==> src/rtl/multi_clock_divider_pkg.sv <==
// Shared constants for multi_clock_divider: counter width, board clock and default half-periods.
package multi_clock_divider_pkg;

    localparam int MCD_CNT_W  = 25;
    localparam int CLK_HZ     = 40_000_000;
    localparam int MCD_NUM_CH = 4;

    // Half-period in clk cycles = CLK_HZ / (2 * f_out)
    localparam logic [MCD_CNT_W-1:0] HALF_1HZ   = MCD_CNT_W'(CLK_HZ / 2);
    localparam logic [MCD_CNT_W-1:0] HALF_3HZ   = MCD_CNT_W'(CLK_HZ / 6);
    localparam logic [MCD_CNT_W-1:0] HALF_6HZ   = MCD_CNT_W'(CLK_HZ / 12);
    localparam logic [MCD_CNT_W-1:0] HALF_100HZ = MCD_CNT_W'(CLK_HZ / 200);

    localparam logic [MCD_NUM_CH*MCD_CNT_W-1:0] MCD_DEF_HALF =
        {HALF_3HZ, HALF_6HZ, HALF_100HZ, HALF_1HZ};

    function automatic int ch_idx_w(input int num_ch);
        return (num_ch > 1) ? $clog2(num_ch) : 1;
    endfunction

endpackage

==> src/rtl/multi_clock_divider_channel.sv <==
// One divider channel: counter, active/next half-period and glitch-free divisor swap
// at the toggle point, plus registered square wave and rising-edge tick.
module mcd_channel
    import multi_clock_divider_pkg::*;
#(
    parameter int               CNT_W    = MCD_CNT_W,
    parameter logic [CNT_W-1:0] RST_HALF = '1
) (
    input  logic             clk,
    input  logic             rst,
    input  logic             en,
    input  logic             load,
    input  logic [CNT_W-1:0] load_half,
    input  logic             sync,
    output logic             pending,
    output logic             clk_out,
    output logic             tick
);

    localparam logic [CNT_W-1:0] ONE = {{(CNT_W-1){1'b0}}, 1'b1};

    logic [CNT_W-1:0] cnt_q, cnt_d;
    logic [CNT_W-1:0] half_q, half_d;
    logic [CNT_W-1:0] nxt_half_q, nxt_half_d;
    logic             pending_q, pending_d;
    logic             clk_out_q, clk_out_d;
    logic             tick_q, tick_d;
    logic             at_top;

    always_comb begin
        // NOTE: every signal gets a default first so no path leaves it unassigned (no latches).
        cnt_d      = cnt_q;
        half_d     = half_q;
        nxt_half_d = nxt_half_q;
        pending_d  = pending_q;
        clk_out_d  = clk_out_q;
        tick_d     = 1'b0;
        at_top     = (cnt_q == half_q - ONE);

        if (sync || !en) begin
            cnt_d     = '0;
            clk_out_d = 1'b0;
        end else if (at_top) begin
            cnt_d     = '0;
            clk_out_d = ~clk_out_q;
            tick_d    = ~clk_out_q;
        end else begin
            cnt_d     = cnt_q + ONE;
        end

        // Accept only happens while nothing is pending, so apply and load never collide.
        if (pending_q && (sync || !en || at_top)) begin
            half_d    = nxt_half_q;
            pending_d = 1'b0;
        end
        if (load) begin
            nxt_half_d = load_half;
            pending_d  = 1'b1;
        end
    end

    // NOTE: sequential state uses non-blocking assignments only.
    always_ff @(posedge clk or negedge rst) begin
        if (!rst) begin
            cnt_q      <= '0;
            half_q     <= RST_HALF;
            nxt_half_q <= RST_HALF;
            pending_q  <= 1'b0;
            clk_out_q  <= 1'b0;
            tick_q     <= 1'b0;
        end else begin
            cnt_q      <= cnt_d;
            half_q     <= half_d;
            nxt_half_q <= nxt_half_d;
            pending_q  <= pending_d;
            clk_out_q  <= clk_out_d;
            tick_q     <= tick_d;
        end
    end

    assign pending = pending_q;
    assign clk_out = clk_out_q;
    assign tick    = tick_q;

endmodule

==> src/rtl/multi_clock_divider.sv <==
// NUM_CH programmable clock divider with valid/ready divisor config port.
// Define MULTI_CLOCK_DIVIDER_SYNC_EN to add a 'sync' input that phase-aligns all channels.
module multi_clock_divider
    import multi_clock_divider_pkg::*;
#(
    parameter int                      NUM_CH   = MCD_NUM_CH,
    parameter int                      CNT_W    = MCD_CNT_W,
    parameter logic [NUM_CH*CNT_W-1:0] DEF_HALF = MCD_DEF_HALF,
    localparam int                     CH_W     = ch_idx_w(NUM_CH)
) (
    input  logic              clk,
    input  logic              rst,
    input  logic [NUM_CH-1:0] en,
`ifdef MULTI_CLOCK_DIVIDER_SYNC_EN
    input  logic              sync,
`endif
    input  logic              cfg_valid,
    input  logic [CH_W-1:0]   cfg_ch,
    input  logic [CNT_W-1:0]  cfg_half,
    output logic              cfg_ready,
    output logic              cfg_err,
    output logic [NUM_CH-1:0] clk_out,
    output logic [NUM_CH-1:0] tick
);

    localparam int              PAD_CH   = 1 << CH_W;
    localparam logic [CH_W:0]   NUM_CH_V = NUM_CH[CH_W:0];

    logic [NUM_CH-1:0] pending;
    logic [NUM_CH-1:0] load;
    logic [PAD_CH-1:0] pending_pad;
    logic              ch_ok, half_ok, accept;
    logic              cfg_err_q, cfg_err_d;
    logic              sync_all;

`ifdef MULTI_CLOCK_DIVIDER_SYNC_EN
    assign sync_all = sync;
`else
    assign sync_all = 1'b0;
`endif

    always_comb begin
        // Padding keeps the pending lookup in range for non power-of-two NUM_CH.
        pending_pad               = '0;
        pending_pad[NUM_CH-1:0]   = pending;
        ch_ok     = ({1'b0, cfg_ch} < NUM_CH_V);
        half_ok   = (cfg_half != '0);
        cfg_ready = ch_ok ? ~pending_pad[cfg_ch] : 1'b1;
        accept    = cfg_valid && cfg_ready;
        cfg_err_d = accept && !(ch_ok && half_ok);
        for (int i = 0; i < NUM_CH; i++) begin
            load[i] = accept && ch_ok && half_ok && (cfg_ch == CH_W'(i));
        end
    end

    always_ff @(posedge clk or negedge rst) begin
        if (!rst) begin
            cfg_err_q <= 1'b0;
        end else begin
            cfg_err_q <= cfg_err_d;
        end
    end

    assign cfg_err = cfg_err_q;

    for (genvar g = 0; g < NUM_CH; g++) begin : g_ch
        mcd_channel #(
            .CNT_W    (CNT_W),
            .RST_HALF (DEF_HALF[g*CNT_W +: CNT_W])
        ) u_ch (
            .clk       (clk),
            .rst       (rst),
            .en        (en[g]),
            .load      (load[g]),
            .load_half (cfg_half),
            .sync      (sync_all),
            .pending   (pending[g]),
            .clk_out   (clk_out[g]),
            .tick      (tick[g])
        );
    end

endmodule

==> config.mk <==
export PLATFORM = sky130hd
export DESIGN_NAME = multi_clock_divider
export DESIGN_NICKNAME = d
export VERILOG_FILES = /design/src/rtl/multi_clock_divider_pkg.sv /design/src/rtl/multi_clock_divider_channel.sv /design/src/rtl/multi_clock_divider.sv
export SDC_FILE = /design/constraint.sdc
export NUM_CORES = 1
export LEC_CHECK = 0
export ABC_CLOCK_PERIOD_IN_PS = 6900
export BUFFER_PORTS_ARGS = -buffer_cell sky130_fd_sc_hd__buf_2
export CORE_MARGIN = 2
export CORE_UTILIZATION = 55
export CTS_CLUSTER_SIZE = 30
export DETAILED_ROUTE_END_ITERATION = 7
export HOLD_SLACK_MARGIN = 0.02
export PLACE_DENSITY_LB_ADDON = 0.25
export SLEW_MARGIN = 20
export SYNTH_ARGS = -nofsm -noshare
export SYNTH_HDL_FRONTEND = slang
export SYNTH_SLANG_ARGS = --single-unit
==> constraint.sdc <==
create_clock -name clk -period 6.9 [get_ports clk]
set_input_delay 0.345 -clock clk [delete_from_list [all_inputs] [get_ports clk]]
set_output_delay 0.345 -clock clk [all_outputs]
set_load 0.01 [all_outputs]
Word level (Yosys, flattened, before mapping)
Cells that the tools add are included.
W data, S select, Z words.
{"block": "op_classes", "reduce_logical": 26, "n_addsub": 8, "bitwise": 5, "mux": 34, "n_lt_le_gt_ge": 1, "n_eq_ne": 11}
{"op": "$mux W25", "count": 8}
{"op": "$add A25 B1 Y25 const B", "count": 4}
{"op": "$eq A25 B25 Y1", "count": 4}
{"op": "$sub A25 B1 Y25 const B", "count": 4}
{"op": "$mux W1", "count": 25}
{"op": "$reduce_bool A25 Y1", "count": 1}
{"op": "$logic_and A1 B1 Y1", "count": 11}
{"op": "$ne A2 B1 Y1 const B", "count": 4}
{"op": "$reduce_bool A2 Y1", "count": 4}
{"op": "$logic_not A1 Y1", "count": 5}
{"op": "$not A1 Y1", "count": 5}
{"op": "$eq A2 B2 Y1 const B", "count": 2}
{"op": "$logic_or A1 B1 Y1", "count": 4}
{"op": "$lt A2 B3 Y1 const B", "count": 1}
{"op": "$bmux W1 S2", "count": 1}
{"op": "$eq A2 B1 Y1 const B", "count": 1}
{"op": "$logic_not A2 Y1", "count": 1}
{"block": "word_totals", "register_bits": 313, "output_inout_bits": 10}

Longest topological paths before layout
Gate-level depths: netlist of the first run.
{"block": "depth", "word_depth": 7, "depth_mapped": 13, "ltp_nobuf": 9}

Modules after synthesis
From an unflattened synthesis of the first run, not the netlist that was laid out.
{"block": "unflattened", "hier_cells": 2078, "hier_area_um2": 19725.2}
{"mod": "mcd_channel at g_ch[2].u_ch", "area_each_um2": 5121.2, "cells_each": 562, "instances": 1}
{"mod": "mcd_channel at g_ch[0].u_ch", "area_each_um2": 5108.6, "cells_each": 562, "instances": 1}
{"mod": "mcd_channel at g_ch[1].u_ch", "area_each_um2": 5103.6, "cells_each": 562, "instances": 1}
{"mod": "mcd_channel at g_ch[3].u_ch", "area_each_um2": 4209.0, "cells_each": 365, "instances": 1}
{"mod": "multi_clock_divider", "area_each_um2": 182.7, "cells_each": 27, "instances": 1}

Worst setup path before layout of the first run
Ideal clock, no wire load.
{"block": "synth_path", "kind": "reg-to-reg", "startpoint": "register g_ch[3].u_ch.half_q[12]", "endpoint": "register g_ch[3].u_ch.half_q[14]", "path_stages_with_launch": 13, "setup_ps": 126, "slack_ps": 3507, "synth_period_minus_slack_ps": 3393, "t_arrival_ps": 3266, "cell_sequence": "dfstp_2 > buf_6 > or4_1 > buf_2 > or4_1 > buf_2 > a211o_1 > and2_1 > a211o_1 > or2_1 > buf_6 > buf_6 > a311o_1"}
{"block": "synth_between", "elab_chain_cells": 4}
{"element": "from (decl)", "line": "multi_clock_divider_channel.sv:23", "text": "logic [CNT_W-1:0] half_q, half_d;"}
{"element": "from (signal assigned)", "line": "multi_clock_divider_channel.sv:73", "text": "half_q <= half_d;"}
{"element": "$sub A25 B1 Y25", "line": "multi_clock_divider_channel.sv:38", "text": "at_top = (cnt_q == half_q - ONE);"}
{"element": "$eq A25 B25 Y1", "line": "multi_clock_divider_channel.sv:38"}
{"element": "$logic_or A1 B1 Y1", "line": "multi_clock_divider_channel.sv:52", "text": "if (pending_q && (sync || !en || at_top)) begin"}
{"element": "$logic_and A1 B1 Y1", "line": "multi_clock_divider_channel.sv:52"}
No other way between the ends.
A chain may end at the register's enable or synchronous reset.

Final worst setup path of the first run
{"block": "layout_path", "startpoint": "register g_ch[2].u_ch.half_q[1]", "endpoint": "register g_ch[2].u_ch.pending_q"}
{"block": "layout_between", "elab_chain_cells": 5}
{"element": "from (decl)", "line": "multi_clock_divider_channel.sv:23"}
{"element": "from (signal assigned)", "line": "multi_clock_divider_channel.sv:73"}
{"element": "$sub A25 B1 Y25", "line": "multi_clock_divider_channel.sv:38"}
{"element": "$eq A25 B25 Y1", "line": "multi_clock_divider_channel.sv:38"}
{"element": "$logic_or A1 B1 Y1", "line": "multi_clock_divider_channel.sv:52"}
{"element": "$logic_and A1 B1 Y1", "line": "multi_clock_divider_channel.sv:52"}
{"element": "$reduce_bool A2 Y1 (no line)"}
{"element": "to (signal assigned)", "line": "multi_clock_divider_channel.sv:75", "text": "pending_q <= pending_d;"}
{"element": "to (decl)", "line": "multi_clock_divider_channel.sv:25", "text": "logic pending_q, pending_d;"}
No other way between the ends.

==> results.json, run 1 <==
{
  "status": "finished clean",
  "drive_gt1_share_pct": 18.8,
  "seq_area_frac_synth_pct": 41.9,
  "clk_latency_ns": 0.55,
  "cp_slowest_cell": "a2111oi_0",
  "startpoint": "g_ch[2].u_ch.half_q[1]$_DFFE_PN0P_",
  "synth_area_leader_cell": "dfrtp_1",
  "rsz0062_at_grt": "false",
  "power_uw": 5670,
  "initialDrtViolationCount": 1346,
  "gr-total-overflow": 0,
  "syn_inst": 1964,
  "peakVddDrop_uv": 277,
  "p_per_area_nw_per_um2": 276,
  "crit_required_ns": 7.34,
  "clk_path_buf_depth": 3,
  "endpoint_kind": "register",
  "path_cells": "inv_1, ha_1, nor3b_1, nand4_1, mux2_2, a2111o_1, a2111oi_0, a31oi_4, buf_16, a21bo_2",
  "yosys-top-cells-area": "dfrtp_1, dfstp_2, mux2_2, xnor2_1, xor2_1",
  "wire_per_inst_um": 20.1,
  "r2r_start": "g_ch[2].u_ch.half_q[1]$_DFFE_PN0P_",
  "drc": 0,
  "gp_congestion": 0.885,
  "setup_viol": 0,
  "cap_viol_max_count": 0,
  "num_vias": 15200,
  "vias_per_cell": 6.37,
  "h-tree-depth": 2,
  "place_ws_ns": 2.56,
  "tritoncts": "built",
  "rows": 67,
  "core_area_um2": 33700,
  "setup_ws_ns": 2.59,
  "synth-async-reset-ratio_pct": 100,
  "drtPass1Iterations": 5,
  "max_stage_delay_ns": 0.76,
  "io_pins": 44,
  "cellLeakagePower_uw": 0.00779,
  "relSlewSlack_pct": 24.6,
  "synth_warnings": 0,
  "synth_most_common_cell": "dfrtp_1",
  "grtUsageTotal_pct": 27.2,
  "cts_made_buffers": 35,
  "synth_edf_count": 0,
  "grt_pass1_vias": 14700,
  "ys_top_cells_by_count": "dfrtp_1, nand2_1, mux2_2",
  "fin_tns_setup_ns": 0,
  "cts.clk_slew.worst_paths_ns": 0.06,
  "drv_slew": 0,
  "worstMarginPinSlew_ns": 1.13,
  "stdcell_area_um2": 20500,
  "synth-seq-cells": 313,
  "synth_top_area_share_pct": 30.8,
  "synth_nets": 2006,
  "worstPathMaxFanout": 28,
  "finalHoldViolations": 0,
  "timing.final.crit_share_pct": 62.5,
  "skew_ns": 0.0149,
  "portBuffers": 43,
  "start_util_pct": 56.2,
  "critical_path_class": "reg -> reg",
  "cp.arrival_ns": 4.75,
  "drtAntennaViolNets": 0,
  "die_area_um2": 35900,
  "synth_area_um2": 18900,
  "synthToLayoutAreaGrowth_pct": 8.49,
  "grt_pass1_wl_um": 79100,
  "period_minus_slack_ns": 4.31,
  "dp_hpwl_um": 32300,
  "hp-class": "in -> reg",
  "hold_path.startpoint": "en[0]",
  "fmax_mhz": 232,
  "diodes": 0,
  "die_h_um": 190,
  "synth_cell_type_count": 78,
  "start_kind": "register",
  "die_x_um": 190,
  "nNetsFinal": 1957,
  "grt_max_degree": 155,
  "placed_area_um2": 19300,
  "antenna_found_initial": 2,
  "cts-root-buf": "clkbuf_16",
  "routed_wl_um": 48100,
  "synth_flop_cell": "dfrtp_1",
  "cts_sinks": 313,
  "postSynthAreaPerCell_um2": 9.64
}
critical path: cells and delay by family (launching register included):
family	cells	cell delay (ns)
muxes	1	0.40
AOI/OAI and AO/OA	4	1.75
adders and majority gates	1	0.17
buffers and inverters	2	0.37
and+or+nand+nor	2	1.08
DFF	1	0.43
stage by stage:
step	std cells	utilization, %	hold slack, ns
after floorplan	1964	-	0.0494
after global placement	2324	57.1	0.381
after detailed placement	2325	57.2	0.393
after CTS	2390	60.9	0.0598
after global routing	2390	60.9	0.0925
final	2390	60.9	0.0898
area by class of cell:
type	count	area, µm²
multi-input cells	1463	10300
clock buffers	47	1000
flip-flops and latches	313	7930
clock inverters	17	225
inverters	40	150
fillers	2896	13200
repair buffers	62	403
well taps	448	561
where the power goes:
part           total [µW]  switching (µW)  internal, µW
logic                1100             570           527
registers            2570             368          2210
clock network        1990             782          1210
flip-flops by register name (all words and copies together) (netlist names):
register	flops
g_ch.u_ch.half_q	100
g_ch.u_ch.nxt_half_q	100
g_ch.u_ch.pending	4
g_ch.u_ch.tick	4
cfg_err	1
g_ch.u_ch.cnt_q	100
g_ch.u_ch.clk_out	4
repair_timing:
item / in CTS / in global routing
buffers inserted: 0 / 0
resized for setup: 0 / 0
hold endpoints to repair: 66 / 0
hold buffers: 1 / 0
placed cells by master (no fill, tap or decap), types with 37 or more instances in the layout:
master / count
dfrtp_1: 233
nor4_1: 37
a21oi_1: 42
and2_1: 52
mux2_2: 130
o211ai_1: 62
nand3_1: 50
nor3_1: 45
nand4_1: 39
buf_2: 42
xnor2_1: 120
inv_1: 39
xor2_1: 84
dfstp_2: 80
nor2_1: 122
nand2_1: 189
per-layer routing:
metal | share of wire [%] | wire, µm | GRT usage (%)
met5 | 0.062 | 30 | 0
met4 | 2.8 | 1360 | 9.39
met3 | 5.3 | 2570 | 4.24
met2 | 47 | 22700 | 44.0
met1 | 45 | 21500 | 37.3
worst paths after layout:
kind,to,slack (ns),cells past startpoint
max,g_ch[2].u_ch.pending$_DFFE_PN0P_,2.59,10
min,g_ch[0].u_ch.tick$_DFF_PN0_,0.09,3
max reg2reg,g_ch[2].u_ch.pending$_DFFE_PN0P_,2.59,10
min reg2reg,g_ch[2].u_ch.half_q[21]$_DFFE_PN1P_,0.50,2
max in group asynchronous,g_ch[1].u_ch.cnt_q[17]$_DFF_PN0_,5.07,3
min in group asynchronous,g_ch[2].u_ch.tick$_DFF_PN0_,0.40,2
kinds of logic (layout without fill, tap and decap cells):
logic type,Yosys count,in the layout,synth area share (%)
buffers and inverters,188,166,4.12
AND/OR/NAND/NOR,765,765,21.7
XOR/XNOR,204,204,9.44
flip-flops,313,313,41.9
multiplexers,137,137,8.17
adder cells (fa/ha/maj),8,8,0.529
AO/OA/AOI/OAI,349,349,14.2
(Power assumes the default switching activity.)
==> inputs of run 2 (changes only) <==
Settings changed: ABC_CLOCK_PERIOD_IN_PS 6900 to 4200.
Clock period 6.9 ns to 4.2 ns, I/O delays scaled along.
==> run 2 against run 1 <==
  * Hold slack worse by 0.046 ns
  * Wire length rose by 2.2%
  * Final cell count increased by 1.0%
  * Clock power up 67%
==> results.json, run 2 (synthesis gave the netlist of run 1 again) <==
{
  "stdcell_area_um2": 20800,
  "die_h_um": 190,
  "status": "finished clean",
  "cts_sinks": 313,
  "mostFrequentLayoutCell": "dfrtp_1",
  "grt_max_degree": 107,
  "drc": 0,
  "max_stage_delay_ns": 0.95,
  "reg2reg_to": "g_ch[1].u_ch.half_q[19]$_DFFE_PN0P_",
  "h-tree-depth": 2,
  "hold-path-endpoint": "g_ch[0].u_ch.nxt_half_q[0]$_DFFE_PN0P_",
  "diodes": 0,
  "clk_latency_ns": 0.56,
  "post-cts-setup-buffers": 0,
  "initialDrtViolationCount": 1177,
  "endpoint_kind": "register",
  "cts.clk_slew.worst_paths_ns": 0.06,
  "cts-root-buf": "clkbuf_16",
  "crit_required_ns": 4.57,
  "power_uw": 9380,
  "drv_slew": 0,
  "cellLeakagePower_uw": 0.00790,
  "period_minus_slack_ns": 3.92,
  "instances_no_fill": 2415,
  "hold_path.startpoint": "cfg_half[0]",
  "cp_slowest_cell": "or4b_2",
  "finalHoldViolations": 0,
  "placed_cells": 2346,
  "peakVddDrop_uv": 449,
  "grtUsageTotal_pct": 27.8,
  "drive_gt1_share_pct": 19.5,
  "relSlewSlack_pct": 27.5,
  "die_area_um2": 35900,
  "antenna_found_initial": 0,
  "timing.final.crit_share_pct": 93.4,
  "grt_pass1_vias": 15100,
  "hp-class": "in -> reg",
  "grt_pass1_wl_um": 80900,
  "die_x_um": 190,
  "start_util_pct": 56.2,
  "synthToLayoutAreaGrowth_pct": 9.72,
  "cap_viol_max_count": 0,
  "worst-path-buf-inv": 1,
  "mostFrequentLayoutCells": "dfrtp_1, nand2_1, mux2_2",
  "skew_ns": 0.0210,
  "rsz0062_at_grt": "false",
  "placed_area_um2": 19500,
  "io_pins": 44,
  "cp_top_family": "simple AND/OR/NAND/NOR gates",
  "setup_viol": 0,
  "top_regs": "g_ch.u_ch.cnt_q (100), g_ch.u_ch.half_q (100), g_ch.u_ch.nxt_half_q (100)",
  "dp_hpwl_um": 33700,
  "gr-total-overflow": 0,
  "gp_congestion": 0.935,
  "r2r_start": "g_ch[1].u_ch.half_q[0]$_DFFE_PN0P_",
  "drtAntennaViolNets": 0,
  "ff2ff_path_depth": 9,
  "fillers": 2834,
  "portBuffers": 43,
  "fin_tns_setup_ns": 0,
  "core_area_um2": 33700,
  "start_kind": "register",
  "cp.arrival_ns": 4.29,
  "r2r_slack_ns": 0.28,
  "path_cells": "inv_1, ha_1, nor4b_1, nand4_1, xnor2_1, or4_1, or4b_2, o41ai_1, o211ai_1",
  "p_per_area_nw_per_um2": 452,
  "num_vias": 15400,
  "wire_per_inst_um": 20.4,
  "routed_wl_um": 49200,
  "vias_per_cell": 6.37,
  "worstPathMaxFanout": 25,
  "worstMarginPinSlew_ns": 1.09,
  "rows": 67,
  "critical_path_class": "reg -> reg",
  "nNetsFinal": 1982,
  "clk_path_buf_depth": 3,
  "holdPathStages": 2,
  "tritoncts": "built",
  "cts_made_buffers": 35,
  "drtPass1Iterations": 6,
  "fmax_mhz": 255
}
-- run 2: cell count changes in the layout (fill, tap and decap cells not counted), sizes merged --
cell         delta
buf            +21
bufinv          +1
clkinv          -3
clkinvlp        +2
dlygate4sd3     +4
-- run 2: power by group --
part | total [µW] | leakage, µW | internal [µW] | switching (µW)
Clock | 3330 | 0.000611 | 2040 | 1290
Combinational | 1810 | 0.00355 | 878 | 932
Sequential | 4250 | 0.00374 | 3620 | 621
Total | 9380 | 0.00790 | 6540 | 2840
-- run 2: per-layer routing --
metal | part of all wire, % | global-route usage [%] | vias to the layer above
li1 | - | - | 7129
met2 | 47 | 44.9 | 477
met3 | 5.8 | 5.06 | 91
met5 | 0 | 0 | -
met1 | 45 | 38.4 | 7690
met4 | 2.7 | 8.02 | 0
-- run 2: worst max path at each step --
stage | cells past startpoint | slack, ns | end | from
detailed placement | 10 | 0.22 | g_ch[2].u_ch.pending$_DFFE_PN0P_ | g_ch[2].u_ch.half_q[1]$_DFFE_PN0P_
global placement | 11 | 0.16 | g_ch[2].u_ch.half_q[0]$_DFFE_PN1P_ | g_ch[2].u_ch.half_q[1]$_DFFE_PN0P_
finish | 9 | 0.28 | g_ch[1].u_ch.half_q[19]$_DFFE_PN0P_ | g_ch[1].u_ch.half_q[0]$_DFFE_PN0P_
global route | 9 | 0.05 | g_ch[1].u_ch.half_q[12]$_DFFE_PN0P_ | g_ch[1].u_ch.half_q[0]$_DFFE_PN0P_
floorplan | 12 | 0.81 | g_ch[3].u_ch.half_q[14]$_DFFE_PN0P_ | g_ch[3].u_ch.half_q[12]$_DFFE_PN1P_
CTS | 11 | 0.20 | g_ch[2].u_ch.pending$_DFFE_PN0P_ | g_ch[2].u_ch.half_q[1]$_DFFE_PN0P_
-- run 2: timing repair --
action	4_1_cts	5_1_grt
hold buffers	5	0
endpoints found under the hold margin	87	0
endpoints found under the setup margin	0	33
gates resized for setup	0	1
-- run 2: through the flow --
| stage | setup slack [ns] | hold WS (ns) | util, % |
|---|---|---|---|
| after floorplan | 0.807 | -0.0856 | - |
| after global placement | 0.162 | 0.325 | 57.7 |
| after detailed placement | 0.216 | 0.333 | 57.8 |
| after CTS | 0.200 | 0.0223 | 61.6 |
| after global routing | 0.0456 | 0.0291 | 61.6 |
| final | 0.279 | 0.0438 | 61.6 |
-- run 2: area by class of cell --
cell class,count,area [µm²],area share (%)
flip-flops and latches,313,7930,38.2
repair buffers,87,626,3.01
multi-input cells,1463,10300,49.4
well taps,448,561,2.70
clock inverters,17,255,1.23
clock buffers,47,992,4.78
inverters,40,150,0.723
==> inputs of run 3 (changes only) <==
Settings changed: SETUP_SLACK_MARGIN from default to 0.4, SKIP_LAST_GASP from default to 1.
==> run 3 against run 2 <==
  * Sequential share of layout area decreased by 0.11 points
  * Die area unchanged
  * Critical path depth is 1 higher
  * Global-route usage about the same
  * Via count increased by 0.19%
  * Clock-buffer cell count unchanged
  * Non-clock buffer count stayed put
  * Hold slack improved by 0.00080 ns
  * Combinational power hardly changed
==> results.json, run 3 (synthesis gave the netlist of run 1 again) <==
{
  "initialDrtViolationCount": 1191,
  "drive_gt1_share_pct": 19.8,
  "critical_path_class": "reg -> reg",
  "drtAntennaViolNets": 0,
  "cts.clk_slew.worst_paths_ns": 0.06,
  "drc": 0,
  "gp_congestion": 0.935,
  "cts-root-buf": "clkbuf_16",
  "antenna_found_initial": 0,
  "placed_cells": 2346,
  "die_area_um2": 35900,
  "dp_hpwl_um": 33700,
  "crit_cells": 10,
  "start_kind": "register",
  "fillers": 2832,
  "routed_wl_um": 49300,
  "fmax_mhz": 277,
  "start_util_pct": 56.2,
  "worst-path-buf-inv": 2,
  "tritoncts": "built",
  "relSlewSlack_pct": 40.3,
  "status": "finished clean",
  "io_pins": 44,
  "path_cells": "inv_1, ha_1, nor3b_2, and4_1, or4_1, or4b_1, or4_1, o31ai_2, buf_4, nor2_1",
  "fin_tns_setup_ns": 0,
  "drv_slew": 0,
  "finalHoldViolations": 0,
  "max_stage_delay_ns": 0.61,
  "die_x_um": 190,
  "core_area_um2": 33700,
  "mostFrequentLayoutCells": "dfrtp_1, nand2_1, mux2_2",
  "clk_latency_ns": 0.55,
  "cts_made_buffers": 35,
  "timing.final.crit_share_pct": 86.0,
  "reg2reg_to": "g_ch[0].u_ch.cnt_q[14]$_DFF_PN0_",
  "portBuffers": 43,
  "vias_per_cell": 6.38,
  "cellLeakagePower_uw": 0.00794,
  "worstMarginPinSlew_ns": 0.895,
  "cap_viol_max_count": 0,
  "setup_viol": 0,
  "grt_pass1_vias": 15100,
  "diodes": 0,
  "instances_no_fill": 2415,
  "period_minus_slack_ns": 3.61,
  "endpoint_kind": "register",
  "h-tree-depth": 2,
  "peakVddDrop_uv": 449,
  "crit_top_cell": "or4_1",
  "grtUsageTotal_pct": 27.8,
  "worstPathMaxFanout": 25,
  "die_h_um": 190,
  "synthToLayoutAreaGrowth_pct": 10.0,
  "startpoint": "g_ch[0].u_ch.half_q[0]$_DFFE_PN0P_",
  "worstSetupEndpoint": "g_ch[0].u_ch.cnt_q[14]$_DFF_PN0_",
  "cp_top_family": "simple AND/OR/NAND/NOR gates",
  "ff2ff_path_depth": 10,
  "p_per_area_nw_per_um2": 451,
  "grt_pass1_wl_um": 80900,
  "drtPass1Iterations": 5,
  "post-cts-setup-buffers": 0,
  "clk_path_buf_depth": 3,
  "grt_max_degree": 107,
  "top_regs": "g_ch.u_ch.cnt_q (100), g_ch.u_ch.half_q (100), g_ch.u_ch.nxt_half_q (100)",
  "cp_slowest_cell": "or4_1",
  "mostFrequentLayoutCell": "dfrtp_1",
  "cts_sinks": 313,
  "wire_per_inst_um": 20.4,
  "cp.arrival_ns": 4.04,
  "gr-total-overflow": 0,
  "nNetsFinal": 1982,
  "hp-class": "in -> reg",
  "r2r_start": "g_ch[0].u_ch.half_q[0]$_DFFE_PN0P_",
  "crit_required_ns": 4.62,
  "skew_ns": 0.0219,
  "rows": 67,
  "rsz0062_at_grt": "false",
  "num_vias": 15400,
  "r2r_slack_ns": 0.59
}
-- run 3: report_power, final --
| group | internal [µW] | switching, µW |
|---|---|---|
| logic | 881 | 935 |
| registers | 3620 | 624 |
| clock network | 2040 | 1290 |
| total | 6540 | 2850 |
-- run 3: final cells by class --
cell class / count / area (µm²) / share of cell area, %
well taps: 448 / 561 / 2.69
multi-input cells: 1463 / 10300 / 49.5
repair buffers: 87 / 629 / 3.02
inverters: 40 / 150 / 0.721
clock buffers: 47 / 992 / 4.76
flip-flops and latches: 313 / 7930 / 38.1
clock inverters: 17 / 255 / 1.23
-- run 3: timing repair --
action / CTS / global route
setup endpoints to repair: 41 / 150
resized for setup: 3 / 10
endpoints found under the hold margin: 87 / 0
hold buffers: 5 / 0
cloned: 0 / 0
-- run 3: how the worst min path moves through the flow --
stage	cells past startpoint	end	slack, ns	from
after global routing	2	g_ch[0].u_ch.nxt_half_q[0]$_DFFE_PN0P_	0.03	cfg_half[0]
after global placement	1	g_ch[2].u_ch.cnt_q[18]$_DFF_PN0_	0.32	rst
after floorplan	0	cfg_err$_DFF_PN0_	-0.09	rst
after CTS	2	g_ch[2].u_ch.nxt_half_q[10]$_DFFE_PN1P_	0.02	cfg_half[10]
final	2	g_ch[0].u_ch.nxt_half_q[0]$_DFFE_PN0P_	0.04	cfg_half[0]
after detailed placement	1	g_ch[2].u_ch.cnt_q[18]$_DFF_PN0_	0.33	rst
-- run 3: metal layers --
metal | global-route usage, % | vias to the layer above | share of wire, %
li1 | - | 7138 | -
met1 | 38.5 | 7714 | 45
met2 | 44.8 | 478 | 47
met3 | 5.06 | 87 | 5.9
met4 | 8.14 | 0 | 2.6
met5 | 0 | - | 0
-- run 3: worst register-to-register path: stages, from the launching register on --
cell and delay (ns):
dfrtp_1 0.45, inv_1 0.07, ha_1 0.21, nor3b_2 0.21, and4_1 0.21, or4_1 0.50
or4b_1 0.51, or4_1 0.61, o31ai_2 0.25, buf_4 0.34, nor2_1 0.10
-- run 3: through the flow --
| stage | total power, µW | hold slack, ns | utilization [%] | cell area (µm²) | setup slack [ns] |
|---|---|---|---|---|---|
| detailed placement | 6070 | 0.333 | 57.8 | 19500 | 0.216 |
| global placement | 5980 | 0.325 | 57.7 | 19400 | 0.162 |
| finish | 9390 | 0.0446 | 61.8 | 20800 | 0.587 |
| CTS | 9430 | 0.0223 | 61.6 | 20800 | 0.431 |
| floorplan | 5460 | -0.0856 | - | 18900 | 0.807 |
| global route | 9850 | 0.0291 | 61.8 | 20800 | 0.423 |
